==> config.mk <==
export PLATFORM = sky130hd
export DESIGN_NAME = ov_stream_gen
export DESIGN_NICKNAME = d
export VERILOG_FILES = /design/src/rtl/ov_stream_gen.sv
export SDC_FILE = /design/constraint.sdc
export NUM_CORES = 1
export LEC_CHECK = 0
export ABC_AREA = 1
export ABC_CLOCK_PERIOD_IN_PS = 4500
export BUFFER_PORTS_ARGS = -buffer_cell sky130_fd_sc_hd__clkbuf_2
export CAP_MARGIN = 40
export CORE_MARGIN = 2
export CORE_UTILIZATION = 46
export CTS_CLUSTER_DIAMETER = 150
export DETAILED_ROUTE_END_ITERATION = 8
export PLACE_DENSITY = 0.64
export SYNTH_ARGS = -nofsm -noshare
export SYNTH_HDL_FRONTEND = slang
export SYNTH_SLANG_ARGS = --single-unit
==> constraint.sdc <==
create_clock -name clk -period 4.5 [get_ports clk]
set_input_delay 0.45 -clock clk [delete_from_list [all_inputs] [get_ports clk]]
set_output_delay 0.45 -clock clk [all_outputs]
set_load 0.02 [all_outputs]
==> src/rtl/ov_stream_gen.sv <==
// rtl/ov_stream_gen.sv - OV7670-style RGB565 pixel stream generator with test patterns
module ov_stream_gen #(
    parameter int H_ACTIVE = 320,
    parameter int H_BLANK  = 144,
    parameter int V_SYNC   = 3,
    parameter int V_BACK   = 17,
    parameter int V_ACTIVE = 240,
    parameter int V_FRONT  = 10
) (
    input  logic        clk,
    input  logic        rst,
    input  logic        work_en,
    input  logic [1:0]  mode,
    input  logic [15:0] const_pix,
    output logic        ov_pclk,
    output logic        ov_vs,
    output logic        ov_hs,
    output logic [7:0]  cam_data,
    output logic        frame_done,
    output logic        busy,
    output logic [15:0] frame_cnt
);

    localparam int LINE_LEN = 2 * H_ACTIVE + H_BLANK;

    typedef enum logic [2:0] {S_IDLE, S_VSYNC, S_VBACK, S_ACTIVE, S_VFRONT} state_t;

    state_t      state_q, state_d;
    logic [11:0] hcnt_q, hcnt_d;
    logic [11:0] lcnt_q, lcnt_d;
    logic [1:0]  mode_q, mode_d;
    logic [15:0] cpix_q, cpix_d;
    logic        busy_q, busy_d;
    logic        done_q, done_d;
    logic [15:0] fcnt_q, fcnt_d;
    logic        pclk_q;

    logic        tick;
    logic        line_end;
    logic [11:0] state_lines;
    logic [10:0] x;
    logic [2:0]  bar;
    logic [15:0] pix;
    logic        hs_w;

    // State advances while pclk is high, so data changes on pclk falling edges
    assign tick     = pclk_q;
    assign line_end = (hcnt_q == 12'(LINE_LEN - 1));

    always_comb begin
        state_lines = 12'd1;
        case (state_q)
            S_VSYNC:  state_lines = 12'(V_SYNC);
            S_VBACK:  state_lines = 12'(V_BACK);
            S_ACTIVE: state_lines = 12'(V_ACTIVE);
            S_VFRONT: state_lines = 12'(V_FRONT);
            default:  state_lines = 12'd1;
        endcase
    end

    always_comb begin
        state_d = state_q;
        hcnt_d  = hcnt_q;
        lcnt_d  = lcnt_q;
        mode_d  = mode_q;
        cpix_d  = cpix_q;
        busy_d  = busy_q;
        done_d  = 1'b0;
        fcnt_d  = fcnt_q;
        if (tick) begin
            if (state_q == S_IDLE) begin
                hcnt_d = 12'd0;
                lcnt_d = 12'd0;
                if (work_en) begin
                    state_d = S_VSYNC;
                    mode_d  = mode;
                    cpix_d  = const_pix;
                    busy_d  = 1'b1;
                end
            end else begin
                hcnt_d = line_end ? 12'd0 : hcnt_q + 12'd1;
                if (line_end) begin
                    if (lcnt_q == state_lines - 12'd1) begin
                        lcnt_d = 12'd0;
                        case (state_q)
                            S_VSYNC:  state_d = S_VBACK;
                            S_VBACK:  state_d = S_ACTIVE;
                            S_ACTIVE: state_d = S_VFRONT;
                            default: begin
                                done_d = 1'b1;
                                fcnt_d = fcnt_q + 16'd1;
                                // Back-to-back: the next frame starts on the same tick
                                if (work_en) begin
                                    state_d = S_VSYNC;
                                    mode_d  = mode;
                                    cpix_d  = const_pix;
                                    busy_d  = 1'b1;
                                end else begin
                                    state_d = S_IDLE;
                                    busy_d  = 1'b0;
                                end
                            end
                        endcase
                    end else begin
                        lcnt_d = lcnt_q + 12'd1;
                    end
                end
            end
        end
    end

    always_ff @(posedge clk) begin
        if (!rst) begin
            pclk_q  <= 1'b0;
            state_q <= S_IDLE;
            hcnt_q  <= 12'd0;
            lcnt_q  <= 12'd0;
            mode_q  <= 2'd0;
            cpix_q  <= 16'd0;
            busy_q  <= 1'b0;
            done_q  <= 1'b0;
            fcnt_q  <= 16'd0;
        end else begin
            pclk_q  <= ~pclk_q;
            state_q <= state_d;
            hcnt_q  <= hcnt_d;
            lcnt_q  <= lcnt_d;
            mode_q  <= mode_d;
            cpix_q  <= cpix_d;
            busy_q  <= busy_d;
            done_q  <= done_d;
            fcnt_q  <= fcnt_d;
        end
    end

    assign x = hcnt_q[11:1];

    // bar = floor(x*8/H_ACTIVE) via threshold compares instead of a divider
    always_comb begin
        bar = 3'd0;
        for (int k = 1; k < 8; k++) begin
            if (int'(x) * 8 >= k * H_ACTIVE) bar = 3'(k);
        end
    end

    always_comb begin
        pix = 16'h0000;
        case (mode_q)
            2'd0: begin
                case (bar)
                    3'd0: pix = 16'hFFFF;
                    3'd1: pix = 16'hFFE0;
                    3'd2: pix = 16'h07FF;
                    3'd3: pix = 16'h07E0;
                    3'd4: pix = 16'hF81F;
                    3'd5: pix = 16'hF800;
                    3'd6: pix = 16'h001F;
                    3'd7: pix = 16'h0000;
                endcase
            end
            2'd1:    pix = {x[8:4], lcnt_q[7:2], x[4:0]};
            2'd2:    pix = cpix_q;
            default: pix = (x[4] ^ lcnt_q[4]) ? 16'hFFFF : 16'h0000;
        endcase
    end

    assign hs_w       = (state_q == S_ACTIVE) && (hcnt_q < 12'(2 * H_ACTIVE));
    assign ov_pclk    = pclk_q;
    assign ov_vs      = (state_q == S_VSYNC);
    assign ov_hs      = hs_w;
    assign cam_data   = hs_w ? (hcnt_q[0] ? pix[7:0] : pix[15:8]) : 8'h00;
    assign frame_done = done_q;
    assign busy       = busy_q;
    assign frame_cnt  = fcnt_q;

endmodule
==> results of run 1 <==
stage by stage:
step | cells | cell area [um^2] | total power (uW)
5_1_grt | 771 | 4390 | 1480
3_3_place_gp | 755 | 4180 | 863
6_report | 771 | 4390 | 1410
2_1_floorplan | 617 | 3890 | 810
4_1_cts | 771 | 4390 | 1410
3_5_place_dp | 755 | 4180 | 866
final timing paths:
check / startpoint / end / slack [ns] / cells past startpoint
worst min-delay path: const_pix[7] / cpix_q[7] / 0.32 / 3
worst max register to register: state_q[0] / cpix_q[12] / 1.54 / 17
worst max-delay path: state_q[0] / cpix_q[12] / 1.54 / 17
worst min register to register: busy / busy / 0.49 / 2
placed cells by master, fill, tap and decap left out, types with 2 or more instances in the layout:
cell and n:
nand2_1 163, nor2_1 100, inv_1 82, dfxtp_1 64, clkbuf_2 49, nand3_1 35, a21oi_1 33, o21ai_0 23
nor3_1 18, nand4_1 16, xor2_1 13, clkbuf_8 10, nand2_2 6, o221ai_1 5, ha_1 5, xnor2_1 4
o211ai_1 3, nor2_2 3, clkbuf_1 3, nand3_4 2, a31oi_1 2, o22ai_1 2, nand3_2 2, nor3b_1 2
o21bai_1 2, nor4_1 2, bufinv_16 2
layer usage:
metal,track usage [%],routed length [um]
met5,0,0
met4,6.31,80
met3,4.23,494
met2,36.3,4540
met1,32.3,4890
state kept, by name, summed over array words and instances, names as in the netlist:
register and count:
cpix_q 16, frame_cnt 16, hcnt_q 12, lcnt_q 12
state_q 3, mode_q 2, busy 1, frame_done 1
ov_pclk 1
tightest hold or removal path, stage by stage:
cell and delay, ns:
clkbuf_2 0.08, nor2_1 0.03, nor2_1 0.08
power groups by stage:
| stage | logic [uW] | registers, uW | clock network [uW] |
|---|---|---|---|
| finish | 249 | 605 | 554 |
| global route | 284 | 608 | 592 |
| floorplan | 195 | 615 | 0 |
| detailed placement | 247 | 619 | 0 |
| global placement | 246 | 618 | 0 |
| CTS | 249 | 606 | 560 |
cell type report:
| type | count | area, um^2 |
|---|---|---|
| Multi-Input combinational cell | 453 | 2200 |
| Clock buffer | 13 | 149 |
| Inverter | 84 | 318 |
| Timing Repair Buffer | 49 | 245 |
| Tap cell | 105 | 131 |
| Clock inverter | 3 | 65.1 |
| Sequential cell | 64 | 1280 |
| Fill cell | 856 | 3820 |
logic make-up (layout without fill, tap and decap cells):
group,after synthesis,after routing
xor gates and xnor gates,17,17
buffers and inverters,100,149
DFF,64,64
AOI/OAI and AO/OA,78,78
and+or+nand+nor,353,353
adders and majority gates,5,5
==> flow_summary.json, run 1 <==
{
  "ctsResizeCount": 0,
  "irDropWorstVdd_mv": 0.191,
  "clock_path_buffers": 2,
  "ys_warn_count": 0,
  "holdBufCountCts": 0,
  "hold_viol_final": 0,
  "post-route-period-util_pct": 65.8,
  "synth_xor_xnor_area_share_pct": 3.83,
  "final_util_pct": 53.4,
  "vias": 3975,
  "ys_types": 41,
  "synthCells": 617,
  "track_usage_pct": 23.0,
  "die_h_um": 96.0,
  "row_count": 33,
  "cts.sinks": 64,
  "wl_per_cell_um": 13.0,
  "synth-adder-area-share_pct": 1.61,
  "synthFlopType": "dfxtp_1",
  "syn_area_um2": 3890,
  "cpMaxStageDelayCell": "dfxtp_1",
  "drive_gt1_share_pct": 12.2,
  "ctsRootBufferMaster": "clkbuf_8",
  "initial_core_util_pct": 47.3,
  "ios": 50,
  "drt-pass1-iter-count": 5,
  "synthToLayoutAreaGrowth_pct": 12.9,
  "maxCapViolCount": 0,
  "synthArstFlopShare_pct": 0,
  "p_sw_uw": 414,
  "dp.final_hpwl_mm": 7.69,
  "yosys.area.top_type": "dfxtp_1",
  "antenna_found_initial": 0,
  "rsz0062_at_grt": "no",
  "critPathKind": "reg -> reg",
  "ys_seq_area_share_pct": 32.9,
  "cts_tree": "done",
  "grt_pass1_vias": 3572,
  "p_clk_share_pct": 39.3,
  "slew_headroom_pct": 42.9,
  "min_path_type": "in -> reg",
  "crit_path_start_kind": "register",
  "required_ns": 4.78,
  "grt_max_degree": 42,
  "fin_crit_ns": 2.96,
  "die_area_um2": 9210,
  "synth_top_family_by_area": "simple AND/OR/NAND/NOR gates",
  "fp.coreArea_um2": 8220,
  "layout.nets": 687,
  "clock_latency_ns": 0.35,
  "cts_buffers": 9,
  "syn_nets": 643,
  "grt_pass1_wl_mm": 16.6,
  "ys_top_cells_by_area": "dfxtp_1 33%, nand2_1 16%, nor2_1 9.6%",
  "cp_cell_sequence": "inv_1, nor3_1, a21oi_1, ha_1, ha_1, inv_1, nand2_1, nand2_1, nor2_1, nand3_1, nor2_2, nand2_2, o21bai_4, nand3_4, nand2_1, nand2_1, nor2_1",
  "drc": 0,
  "path_max_fanout": 37,
  "gp_congestion": 0.919,
  "synth_commonest_cells": "163 x nand2_1, 100 x nor2_1, 82 x inv_1, 64 x dfxtp_1, 35 x nand3_1",
  "yosys.area_share.simple_pct": 39.3,
  "grt_overflow_total": 0,
  "tightestPinTransition_ns": 0.857,
  "critical-path-top-delay-family": "simple AND/OR/NAND/NOR gates",
  "max_freq_ghz": 0.338,
  "drt-total-wl_mm": 10.0,
  "power.static_leakage_uw": 0.00202,
  "worst_slack_ns": 1.54,
  "ys_ff_latch": 64,
  "p_int_uw": 994,
  "cpMostUsedCell": "nand2_1",
  "hold_slack_ns": 0.324,
  "portBuffers": 49,
  "post_cts_buffers": 0,
  "yosysMostFrequentCell": "nand2_1",
  "synth_top_area_share_pct": 32.9,
  "final_max_slew_viol_count": 0,
  "avgSynthCellArea_um2": 6.30,
  "cts.reportedPaths.clkPinSlew_ns": 0.07,
  "setup_tns_ns": 0,
  "synth-compound-area-share_pct": 11.9,
  "crit_path_max_incr_delay_ns": 0.45,
  "swShare_pct": 29.4,
  "finalSetupViolations": 0,
  "synth_edf_count": 0,
  "die-width_um": 96.0,
  "crit_buf_inv": 2,
  "power_density_nw_per_um2": 321,
  "ant_nets": 0,
  "critPathCaptureType": "register",
  "synthMuxAreaShare_pct": 0,
  "htreeDepth": 3,
  "diodes": 0,
  "seq_power_share_pct": 43.0,
  "finClkSkew_ns": 0.00988,
  "arrival_ns": 3.24,
  "place_ws_ns": 1.54,
  "viasPerCell": 5.16,
  "p_comb_share_pct": 17.7,
  "status": "complete, no violations",
  "drtIter0Drc": 247
}
(Power assumes the default switching activity.)
==> run 2, diff against run 1 <==
--- a/config.mk
+++ b/config.mk
@@ -5,8 +5,8 @@
 export SDC_FILE = /design/constraint.sdc
 export NUM_CORES = 1
 export LEC_CHECK = 0
-export ABC_AREA = 1
-export ABC_CLOCK_PERIOD_IN_PS = 4500
+export ABC_AREA = 0
+export ABC_CLOCK_PERIOD_IN_PS = 2780
 export BUFFER_PORTS_ARGS = -buffer_cell sky130_fd_sc_hd__clkbuf_2
 export CAP_MARGIN = 40
 export CORE_MARGIN = 2
==> constraint.sdc (replaced) <==
create_clock -name clk -period 2.78 [get_ports clk]
set_input_delay 0.278 -clock clk [delete_from_list [all_inputs] [get_ports clk]]
set_output_delay 0.278 -clock clk [all_outputs]
set_load 0.02 [all_outputs]
==> run 2 against run 1 <==
Compared with the run above: sequential share of layout area fell by 3.1 points; critical path depth fell by 5; area after synthesis rose by 0.39%; first-iteration DRC count rose by 18%; largest power group unchanged; sequential power rose by 67%; via count fell by 7.8%; largest cell class unchanged; synthesized cell count fell by 24%; total power rose by 93%.
==> flow_summary.json, run 2 <==
{
  "clock_latency_ns": 0.36,
  "ctsRootBufferMaster": "clkbuf_8",
  "post-route-period-util_pct": 98.3,
  "cts.sinks": 64,
  "synthToLayoutAreaGrowth_pct": 26.6,
  "vias": 3664,
  "arrival_ns": 3.02,
  "place_inst": 634,
  "hold_end": "cpix_q[1]",
  "drtIter0Drc": 291,
  "avgSynthCellArea_um2": 8.29,
  "cts.reportedPaths.clkPinSlew_ns": 0.07,
  "irDropWorstVdd_mv": 0.300,
  "ys_top_cells_by_area": "dfxtp_1 33%, mux2i_1 7.7%, nand2_1 7.4%",
  "synth_edf_count": 0,
  "fp.coreArea_um2": 8220,
  "max_freq_ghz": 0.366,
  "layout.nets": 569,
  "hold_start": "const_pix[1]",
  "portBuffers": 49,
  "hold_viol_final": 0,
  "initial_core_util_pct": 47.5,
  "min_path_type": "in -> reg",
  "grt_max_degree": 58,
  "synth_top_area_share_pct": 32.8,
  "hold_slack_ns": 0.141,
  "synthArstFlopShare_pct": 0,
  "hold_depth": 3,
  "holdBufCountCts": 0,
  "final_util_pct": 60.1,
  "status": "complete, no violations",
  "reg2reg_slack_ns": 0.05,
  "critPathKind": "reg -> reg",
  "ys_types": 70,
  "drt-total-wl_mm": 9.95,
  "viasPerCell": 5.61,
  "wl_per_cell_um": 15.2,
  "power.static_leakage_uw": 0.00196,
  "fin_cells": 653,
  "syn_nets": 497,
  "crit_path_start_kind": "register",
  "ant_nets": 0,
  "gp_congestion": 0.831,
  "antenna_found_initial": 0,
  "synthCells": 471,
  "htreeDepth": 3,
  "rsz0062_at_grt": "yes",
  "diodes": 0,
  "die_area_um2": 9240,
  "finClkSkew_ns": 0.00826,
  "final_max_slew_viol_count": 0,
  "finalSetupViolations": 0,
  "drc": 0,
  "ios": 50,
  "grt_overflow_total": 0,
  "die-width_um": 96.1,
  "grt_pass1_wl_mm": 15.9,
  "synthFlopType": "dfxtp_1",
  "synth_commonest_cells": "77 x nand2_1, 64 x dfxtp_1, 38 x nor2_1, 30 x mux2i_1, 22 x clkbuf_1",
  "drt-pass1-iter-count": 6,
  "clock_path_buffers": 2,
  "dp.final_hpwl_mm": 6.96,
  "grt_pass1_vias": 3280,
  "track_usage_pct": 22.1,
  "final_common_cell": "nand2_1",
  "critPathCaptureType": "register",
  "r2r_start": "state_q[1]",
  "cts_buffers": 9,
  "r2r.worst_path.cells": 12,
  "yosys.area.top_type": "dfxtp_1",
  "slew_headroom_pct": 51.9,
  "fin_crit_ns": 2.73,
  "r2r_end": "cpix_q[10]",
  "required_ns": 3.06,
  "path_max_fanout": 9,
  "ys_warn_count": 0,
  "maxCapViolCount": 0,
  "num-fill-cells": 695,
  "ys_ff_latch": 64,
  "power_density_nw_per_um2": 550,
  "tightestPinTransition_ns": 0.721,
  "drive_gt1_share_pct": 28.5,
  "cts_tree": "done",
  "ys_seq_area_share_pct": 32.8,
  "die_h_um": 96.1,
  "layout_common_cells": "74 x nand2_1, 61 x dfxtp_1, 49 x clkbuf_2",
  "syn_area_um2": 3900,
  "yosysMostFrequentCell": "nand2_1",
  "row_count": 33
}
run 2: worst max-delay path by stage:
stage | from | to | slack [ns] | depth (start not counted)
2_1_floorplan | state_q[1] | cpix_q[0] | -0.03 | 14
3_3_place_gp | state_q[1] | cpix_q[14] | 0.09 | 12
3_5_place_dp | state_q[1] | cpix_q[12] | 0.003 | 12
4_1_cts | state_q[1] | mode_q[1] | 0.01 | 12
5_1_grt | state_q[1] | cpix_q[11] | -0.06 | 12
6_report | state_q[1] | cpix_q[10] | 0.05 | 12
run 2: repair_timing:
item                                    4_1_cts  5_1_grt
setup buffers                                 0        1
pin swaps                                     0        6
gates cloned                                  0        2
gates resized for setup                       1       26
endpoints found under the setup margin       16       32
run 2: kinds of logic (layout without fill, tap and decap cells):
group,Yosys count,after routing,share of synthesized area (%)
muxes,31,31,7.98
AOI/OAI and AO/OA,75,75,15.5
and+or+nand+nor,225,225,31.0
DFF,64,64,32.8
xor gates and xnor gates,25,25,5.61
buffers and inverters,45,122,5.29
adders and majority gates,6,6,1.86
run 2: final cells by class:
type                       instances  area [um^2]  area share [%]
multi-input combinational        362         2610            52.8
sequential                        64         1290            26.1
timing repair buffer              96          649            13.1
tap                              105          131            2.66
clock buffer                       9          124            2.51
clock inverter                     7         96.3            1.95
inverter                          10         40.0           0.810
run 2: per-stage QoR:
step	setup slack (ns)	instance area (um^2)	setup TNS, ns	total power [uW]
6_report	0.0477	4940	0	2720
5_1_grt	-0.0553	4940	-0.681	2840
4_1_cts	0.0135	4750	0	2610
3_5_place_dp	0.00299	4520	0	1710
3_3_place_gp	0.0935	4520	0	1700
2_1_floorplan	-0.0275	3990	-0.247	1520
run 2: metal layers:
layer  GRT usage [%]  up-vias  wire [um]
li1                -     1824          -
met1            31.5     1723       4790
met2            33.6      110       4560
met3            3.76        7        514
met4            7.26        0         95
met5               0        -          0
run 2: worst max-delay path, stage by stage (launching register included):
cell and delay (ns):
dfxtp_4 0.37, inv_4 0.06, and3_4 0.19, a21oi_4 0.04, ha_4 0.18, ha_4 0.18
xnor2_4 0.24, mux2i_4 0.34, o32ai_4 0.15, o41ai_2 0.25, and3_4 0.30, clkbuf_16 0.18
mux2i_1 0.18
run 2: where the power goes:
group          internal (uW)  leakage [uW]  switching (uW)
clock                    506      0.000113             404
sequential               963      0.000519            51.3
combinational            381       0.00133             414
total                   1850       0.00196             869
